<file path="src/rtl/tick_scheduler_pkg.sv">
// rtl/tick_scheduler_pkg.sv - shared constants and types for the tick scheduler
package tick_scheduler_pkg;

    localparam int N_CH = 4;
    localparam int CW   = 2;
    localparam int PW   = 9;

    localparam logic [PW-1:0] DEF_PERIOD = 9'd150;

    typedef enum logic {
        ST_IDLE  = 1'b0,
        ST_GRANT = 1'b1
    } state_t;

    localparam logic [CW-1:0] CH_PLAYER = 2'd0;
    localparam logic [CW-1:0] CH_DEMON  = 2'd1;
    localparam logic [CW-1:0] CH_BULLET = 2'd2;
    localparam logic [CW-1:0] CH_ANIM   = 2'd3;

endpackage

</file>
<file path="src/rtl/tick_channel.sv">
// rtl/tick_channel.sv - one tick channel: period register, counter, pending and overrun flags
module tick_channel
    import tick_scheduler_pkg::*;
(
    input  logic          clk_1ms,
    input  logic          reset,
    input  logic          pause,
    input  logic          en,
    input  logic          cfg_we,
    input  logic [PW-1:0] cfg_period,
    input  logic          granted,
    input  logic          clear,
    output logic          pending,
    output logic          overrun
);

    logic [PW-1:0] period;
    logic [PW-1:0] cnt;
    logic          active;
    logic          expire;

    // A period of 0 parks the channel; pause freezes the count but not the drain.
    always_comb begin
        active = en & ~pause & (period != '0);
        expire = active & (cnt == period - PW'(1));
    end

    // Counter and flag update; a config write outranks an expiry in the same cycle.
    always_ff @(posedge clk_1ms) begin
        if (!reset) begin
            cnt     <= '0;
            period  <= DEF_PERIOD;
            pending <= 1'b0;
            overrun <= 1'b0;
        end else if (cfg_we) begin
            period  <= cfg_period;
            cnt     <= '0;
            overrun <= 1'b0;
            // An in-flight grant must still see its tick through to the ack.
            pending <= granted & pending & ~clear;
        end else if (!en) begin
            cnt     <= '0;
            pending <= granted & pending & ~clear;
        end else begin
            if (active)
                cnt <= expire ? '0 : cnt + PW'(1);
            if (expire) begin
                // Ticks merge: a second expiry before the first is consumed is flagged.
                pending <= 1'b1;
                if (pending & ~clear)
                    overrun <= 1'b1;
            end else if (clear) begin
                pending <= 1'b0;
            end
        end
    end

endmodule

</file>
<file path="src/rtl/tick_scheduler.sv">
// rtl/tick_scheduler.sv - multi-channel game-tick scheduler with round-robin grant handshake
module tick_scheduler
    import tick_scheduler_pkg::*;
(
    input  logic            clk_1ms,
    input  logic            reset,
    input  logic            pause,
    input  logic [N_CH-1:0] ch_en,
    input  logic            cfg_valid,
    input  logic [CW-1:0]   cfg_ch,
    input  logic [PW-1:0]   cfg_period,
    output logic            cfg_ready,
    output logic            grant_valid,
    output logic [CW-1:0]   grant_ch,
    output logic [N_CH-1:0] grant,
    input  logic            grant_ack,
    output logic [N_CH-1:0] overrun
);

    state_t          state;
    state_t          state_nx;
    logic [CW-1:0]   last;
    logic [CW-1:0]   last_nx;
    logic [CW-1:0]   grant_ch_nx;
    logic [N_CH-1:0] grant_nx;
    logic [N_CH-1:0] pending;
    logic [N_CH-1:0] cfg_we;
    logic [N_CH-1:0] granted;
    logic [N_CH-1:0] clear;
    logic            pick_found;
    logic [CW-1:0]   pick_ch;
    logic [CW-1:0]   cand;

    assign grant_valid = (state == ST_GRANT);

    // Config port is closed only while reset is being applied.
    always_ff @(posedge clk_1ms) begin
        if (!reset)
            cfg_ready <= 1'b0;
        else
            cfg_ready <= 1'b1;
    end

    // Per-channel strobes: config write select, current grant owner, and ack clear.
    always_comb begin
        cfg_we  = '0;
        granted = '0;
        clear   = '0;
        for (int i = 0; i < N_CH; i++) begin
            cfg_we[i]  = cfg_valid & cfg_ready & (cfg_ch == CW'(i));
            granted[i] = grant_valid & (grant_ch == CW'(i));
            clear[i]   = granted[i] & grant_ack;
        end
    end

    for (genvar g = 0; g < N_CH; g++) begin : g_ch
        tick_channel u_ch (
            .clk_1ms    (clk_1ms),
            .reset      (reset),
            .pause      (pause),
            .en         (ch_en[g]),
            .cfg_we     (cfg_we[g]),
            .cfg_period (cfg_period),
            .granted    (granted[g]),
            .clear      (clear[g]),
            .pending    (pending[g]),
            .overrun    (overrun[g])
        );
    end

    // Round-robin pick: scan last+N_CH down to last+1 so the nearest successor wins.
    // Index arithmetic wraps in CW bits, which relies on N_CH being 2**CW.
    always_comb begin
        pick_found = 1'b0;
        pick_ch    = last;
        cand       = last;
        for (int k = N_CH; k >= 1; k--) begin
            cand = last + CW'(k);
            if (pending[cand]) begin
                pick_found = 1'b1;
                pick_ch    = cand;
            end
        end
    end

    // Arbiter next-state: offer one tick, hold it stable until acked.
    always_comb begin
        state_nx    = state;
        grant_ch_nx = grant_ch;
        grant_nx    = grant;
        last_nx     = last;
        case (state)
            ST_IDLE: begin
                if (pick_found) begin
                    state_nx    = ST_GRANT;
                    grant_ch_nx = pick_ch;
                    grant_nx    = N_CH'(1) << pick_ch;
                end
            end
            ST_GRANT: begin
                if (grant_ack) begin
                    state_nx = ST_IDLE;
                    last_nx  = grant_ch;
                    grant_nx = '0;
                end
            end
            default: begin
                state_nx = ST_IDLE;
                grant_nx = '0;
            end
        endcase
    end

    // Arbiter registers; last starts at the top channel so channel 0 goes first.
    always_ff @(posedge clk_1ms) begin
        if (!reset) begin
            state    <= ST_IDLE;
            grant_ch <= '0;
            grant    <= '0;
            last     <= CW'(N_CH - 1);
        end else begin
            state    <= state_nx;
            grant_ch <= grant_ch_nx;
            grant    <= grant_nx;
            last     <= last_nx;
        end
    end

endmodule

</file>
<file path="config.mk">
export PLATFORM = sky130hd
export DESIGN_NAME = tick_scheduler
export DESIGN_NICKNAME = d
export VERILOG_FILES = /design/src/rtl/tick_scheduler_pkg.sv /design/src/rtl/tick_channel.sv /design/src/rtl/tick_scheduler.sv
export SDC_FILE = /design/constraint.sdc
export NUM_CORES = 1
export LEC_CHECK = 0
export BUFFER_PORTS_ARGS = -buffer_cell sky130_fd_sc_hd__buf_2
export CORE_AREA = 3 3 94 162
export DETAILED_ROUTE_END_ITERATION = 6
export DIE_AREA = 0 0 97 165
export HOLD_SLACK_MARGIN = 0.12
export SLEW_MARGIN = 15
export SYNTH_ARGS = -nofsm -noshare
export SYNTH_HDL_FRONTEND = slang
export SYNTH_HIERARCHICAL = 1
export SYNTH_SLANG_ARGS = --single-unit
</file>
<file path="constraint.sdc">
create_clock -name clk_1ms -period 6.7 [get_ports clk_1ms]
set_clock_uncertainty 0.2 [all_clocks]
set_input_delay 1.34 -clock clk_1ms [delete_from_list [all_inputs] [get_ports clk_1ms]]
set_output_delay 1.34 -clock clk_1ms [all_outputs]
set_load 0.05 [all_outputs]
</file>
# Word level (Yosys, flattened, before mapping)
# Cells that the tools add are included.
# totals
regBits	90
inputBits	20
output_inout_bits	12
word_cells	164
# op_classes
addsub	11
magnitude_cmp	4
eq_ne	16
n_shift	1
n_mux	42
n_bitwise	48
reduce_logical	21
# ops
op	count
bitwise AND 1 bit	37
adder 9 x 1 -> 9 bit, second input constant	4
== test 9 bit	4
2-to-1 mux 9 bit	4
nonzero test 9 bit	4
subtractor 9 x 1 -> 9 bit, second input constant	4
2-to-1 mux 1 bit	27
!= test 4 x 1 -> 1 bit, second input constant	4
< comparator 2 x 3 -> 1 bit, second input constant	4
AND reduction 3 bit	4
OR reduction 3 bit	4
NOT 1 bit	11
binary-select mux 1 bit (select 2 bit)	4
== test 2 bit, second input constant	4
2-to-1 mux 4 bit	2
one-hot mux 4 bit (2 select lines)	1
OR reduction 2 bit	4
2-to-1 mux 2 bit	3
AND reduction 2 bit	3
adder 2 bit, second input constant	2
== test 2 x 1 -> 1 bit, second input constant	2
logical NOT 2 bit	2
!= test 2 bit, second input constant	2
left shift 1 x 2 -> 4 bit, first input constant	1
2 further kinds	2

# Logic depth before layout (Yosys ltp)
# logic_depth
ltp_word	9
mapped_depth	8
depth_no_buf	7

# Modules after synthesis
# Netlist, hierarchy kept.
# by_module_without_submodules
mod	instances	cells_per_inst	area_per_inst_um2	seq_area_each_um2
tick_channel (g_ch[0].u_ch ...)	3	143	1257.5	400.4
tick_channel (g_ch[1].u_ch)	1	139	1218.7	400.4
tick_scheduler	1	69	564.3	200.2

# Worst setup path before layout
# No wires, ideal clock.
# synth_path
kind	input port to flip-flop
from	input port ch_en[0]
to	register g_ch[0].u_ch.overrun
setup_ns	0.062
arrival_ns	2.623
required_ns	6.438
slack_ns	3.815
cell_stages	5
path_buffers	0
cell_sequence	nor2b_1 -> o2111ai_1 -> or4_4 -> nor3_4 -> a32o_1
# synth_via
elab_chain_len	4
# synth_lines
element	line_no	text
from (decl)	tick_scheduler.sv:8	input logic [N_CH-1:0] ch_en,
bitwise AND 1 bit (2 in a row)	tick_channel.sv:24	active = en & ~pause & (period != '0);
bitwise AND 1 bit	tick_channel.sv:25	expire = active & (cnt == period - PW'(1));
AND reduction 3 bit (no line) (*)	--	
to (signal assigned)	tick_channel.sv:34	overrun <= 1'b0;
to (signal assigned)	tick_channel.sv:38	overrun <= 1'b0;
to (signal assigned)	tick_channel.sv:51	overrun <= 1'b1;
to (decl)	tick_channel.sv:14	output logic overrun
# Every way passes the cells marked *; elsewhere a longest branch is shown, timed or not.
# A chain may end at the register's enable or synchronous reset.

# Worst setup path in the final report
# layout_path
from	input port cfg_valid
to	register g_ch[1].u_ch.cnt[0]
# layout_via
elab_chain_len	3
# layout_lines
element	line_no	text
from (decl)	tick_scheduler.sv:9	input logic cfg_valid,
bitwise AND 1 bit (2 in a row)	tick_scheduler.sv:50	cfg_we[i] = cfg_valid & cfg_ready & (cfg_ch == CW'(i));
via cfg_we[1]	tick_scheduler.sv:27	logic [N_CH-1:0] cfg_we;
OR reduction 3 bit (no line)	--	
to (signal assigned)	tick_channel.sv:46	cnt <= expire ? '0 : cnt + PW'(1);
to (decl)	tick_channel.sv:18	logic [PW-1:0] cnt;
# The timed path passes the listed nets, and every way through them passes these cells.

==> impl_metrics.tcl <==
set metrics [dict create \
    drive_gt1_share_pct 13.4 \
    maxCapViolations 0 \
    dieHeight_microns 165 \
    dieArea_sq_um 16000 \
    fillers 1379 \
    cts_buffer_depth 2 \
    finalCritPeriodShare_pct 49.9 \
    antenna_found_initial 0 \
    slowest_stage "nor3b_2" \
    cts_resized 0 \
    rsz0062_at_grt "false" \
    power.total_mw 1.18 \
    fin_cells 828 \
    start_kind "primary input" \
    seqCellArea_sq_um 1800 \
    seq_area_frac_synth_pct 32.4 \
    yosysUniqueCellTypes 62 \
    timing.critical_path.mode_cell "nand2_1" \
    gp_routability_congestion 0.800 \
    num_vias 4706 \
    hold-worst-slack_ns 0.276 \
    h-tree-depth 3 \
    drt-pass1-iter-count 4 \
    avgSynthCellArea_sq_um 8.72 \
    report.final.hold_viol_count 0 \
    ios 32 \
    vdd_drop_max_mv 0.125 \
    synth_top_cell_area_share_pct 32.4 \
    post_cts.repair.setup_buffers 0 \
    grt_first_pass_wirelength_mm 22.4 \
    cts_tree "yes" \
    drt-total-wl_mm 13.5 \
    yosysMostFrequentCell "dfxtp_1" \
    clock.fmax_mhz 299 \
    multi_input_area_sq_um 3490 \
    grt_pass1_vias 4529 \
    pre_cts_slack_ns 2.99 \
    slew_headroom_pct 30.4 \
    synth_cells 637 \
    finalSetupViolCount 0 \
    critPathKind "primary input to register" \
    clkTransAtPathRegs_ns 0.07 \
    drtIter0Drc 239 \
    outcome "finished clean" \
    synthTopCellsByCount "dfxtp_1, nand2_1, xnor2_1, nor2_1" \
    arrival_ns 3.33 \
    synth_ff_type "dfxtp_1" \
    dp.cells 812 \
    rows 57 \
    clk-insertion-delay-late_ns 0.34 \
    grt_max_degree 58 \
    crit_chain "buf_2 > nand2_1 > nor3b_2 > nor2b_1 > nand2_1 > nor3_1 > a31oi_1 > o41ai_1" \
    post-synth-top-area-cell "dfxtp_1" \
    remaining_drc_errors 0 \
    cts_root_buffer "clkbuf_16" \
    cpPeakStageDelay_ns 0.85 \
    synthArstFlopShare_pct 0 \
    synth_edf_count 0 \
    die_w_microns 97 \
    min_path_type "register to register" \
    start_util_pct 39.5 \
    netlist_area_sq_um 5560 \
    syn_to_final_growth_pct 10.3 \
    grt-ovfl-total 0 \
    power_density_nw_per_um2 193 \
    core_sq_um 14000 \
    leakagePower_nw 2.04 \
    stdcell_area_sq_um 6130 \
    layout_min_cycle_time_ns 3.34 \
    timing.final.ws_setup_ns 3.36 \
    tightest_slew_ns 1.04 \
    via_per_inst 5.68 \
    ys_ff_latch 90 \
    ys_warn_count 6 \
    yosys-top-cells-area "dfxtp_1, xnor2_1, mux2i_1" \
    layout.nets 674 \
    cp_max_fo 12 \
    numCtsBuffers 9 \
    n_antenna_cell 0 \
    place_area_sq_um 5800 \
    clkSinkCount 90 \
    syn-num-nets 665 \
    detailed_place_hpwl_mm 10.2 \
    slew_violations 0 \
    drtAntennaViolNets 0 \
    worst-endpoint-required_ns 6.68 \
    wl_per_cell_microns 16.3 \
    cp-end-kind "register" \
    globalRouteTotalUtil_pct 17.0 \
    ctsHoldBuffers 0 \
    portBuffers 31 \
    tns_ns 0 \
    final_util_pct 43.6 \
]
==> logic make-up (layout without fill, tap and decap cells) <==
logic type,count (synthesis),count (layout),synth area share [%]
xor gates and xnor gates,64,64,10.5
buffers and inverters,63,77,4.93
muxes,33,33,5.95
AOI/OAI and AO/OA,114,114,16.3
and+or+nand+nor,265,265,28.1
DFF,90,90,32.4
adders and majority gates,8,8,1.80
==> worst paths after layout <==
check                           depth (start not counted)  slack (ns)              endpoint                    from
worst min-delay path                                    1        0.28  g_ch[3].u_ch/overrun    g_ch[3].u_ch/overrun
worst max register to register                          7        3.95  g_ch[1].u_ch/overrun  g_ch[1].u_ch/period[0]
worst min register to register                          1        0.28  g_ch[3].u_ch/overrun    g_ch[3].u_ch/overrun
worst max-delay path                                    8        3.36   g_ch[1].u_ch/cnt[0]               cfg_valid
==> routing by layer <==
layer | vias to the layer above | GRT usage (%) | wire (microns)
met5 | - | 0 | 0
met1 | 2274 | 19.3 | 5610
met2 | 90 | 32.4 | 7330
met4 | 0 | 5.69 | 146
li1 | 2329 | - | -
met3 | 13 | 2.41 | 421
==> sequential cells by signal, summed over array words and instances, names as in the netlist <==
register           count
g_ch.u_ch/overrun      4
last                   2
grant_valid            1
cfg_ready              1
g_ch.u_ch/pending      4
g_ch.u_ch/cnt         36
grant_ch               2
grant                  4
g_ch.u_ch/period      36
==> report_power, final <==
| group | switching (mW) | internal [mW] |
|---|---|---|
| combinational | 0.0447 | 0.0289 |
| sequential | 0.0115 | 0.542 |
| clock | 0.216 | 0.338 |
| total | 0.272 | 0.908 |
==> placed cells by master (no fill, tap or decap), types with 26 or more instances in the layout <==
cell,n
a211oi_1,28
nor3_1,29
nor2_1,35
buf_2,31
mux2i_1,33
xnor2_1,45
nor2b_1,33
nand2_1,49
inv_1,26
dfxtp_1,90
==> critical path: cells and delay by family <==
family | cells | cell delay, ns
AOI/OAI and AO/OA | 2 | 0.26
buffers and inverters | 1 | 0.08
and+or+nand+nor | 5 | 1.63
==> cell type report <==
type	instances	share of cell area, %
timing repair buffer	35	3.02
clock buffer	10	3.90
inverter	26	1.59
tap	177	3.61
clock inverter	6	1.45
sequential	90	29.4
multi-input combinational	484	57.0
(Power assumes the default switching activity.)
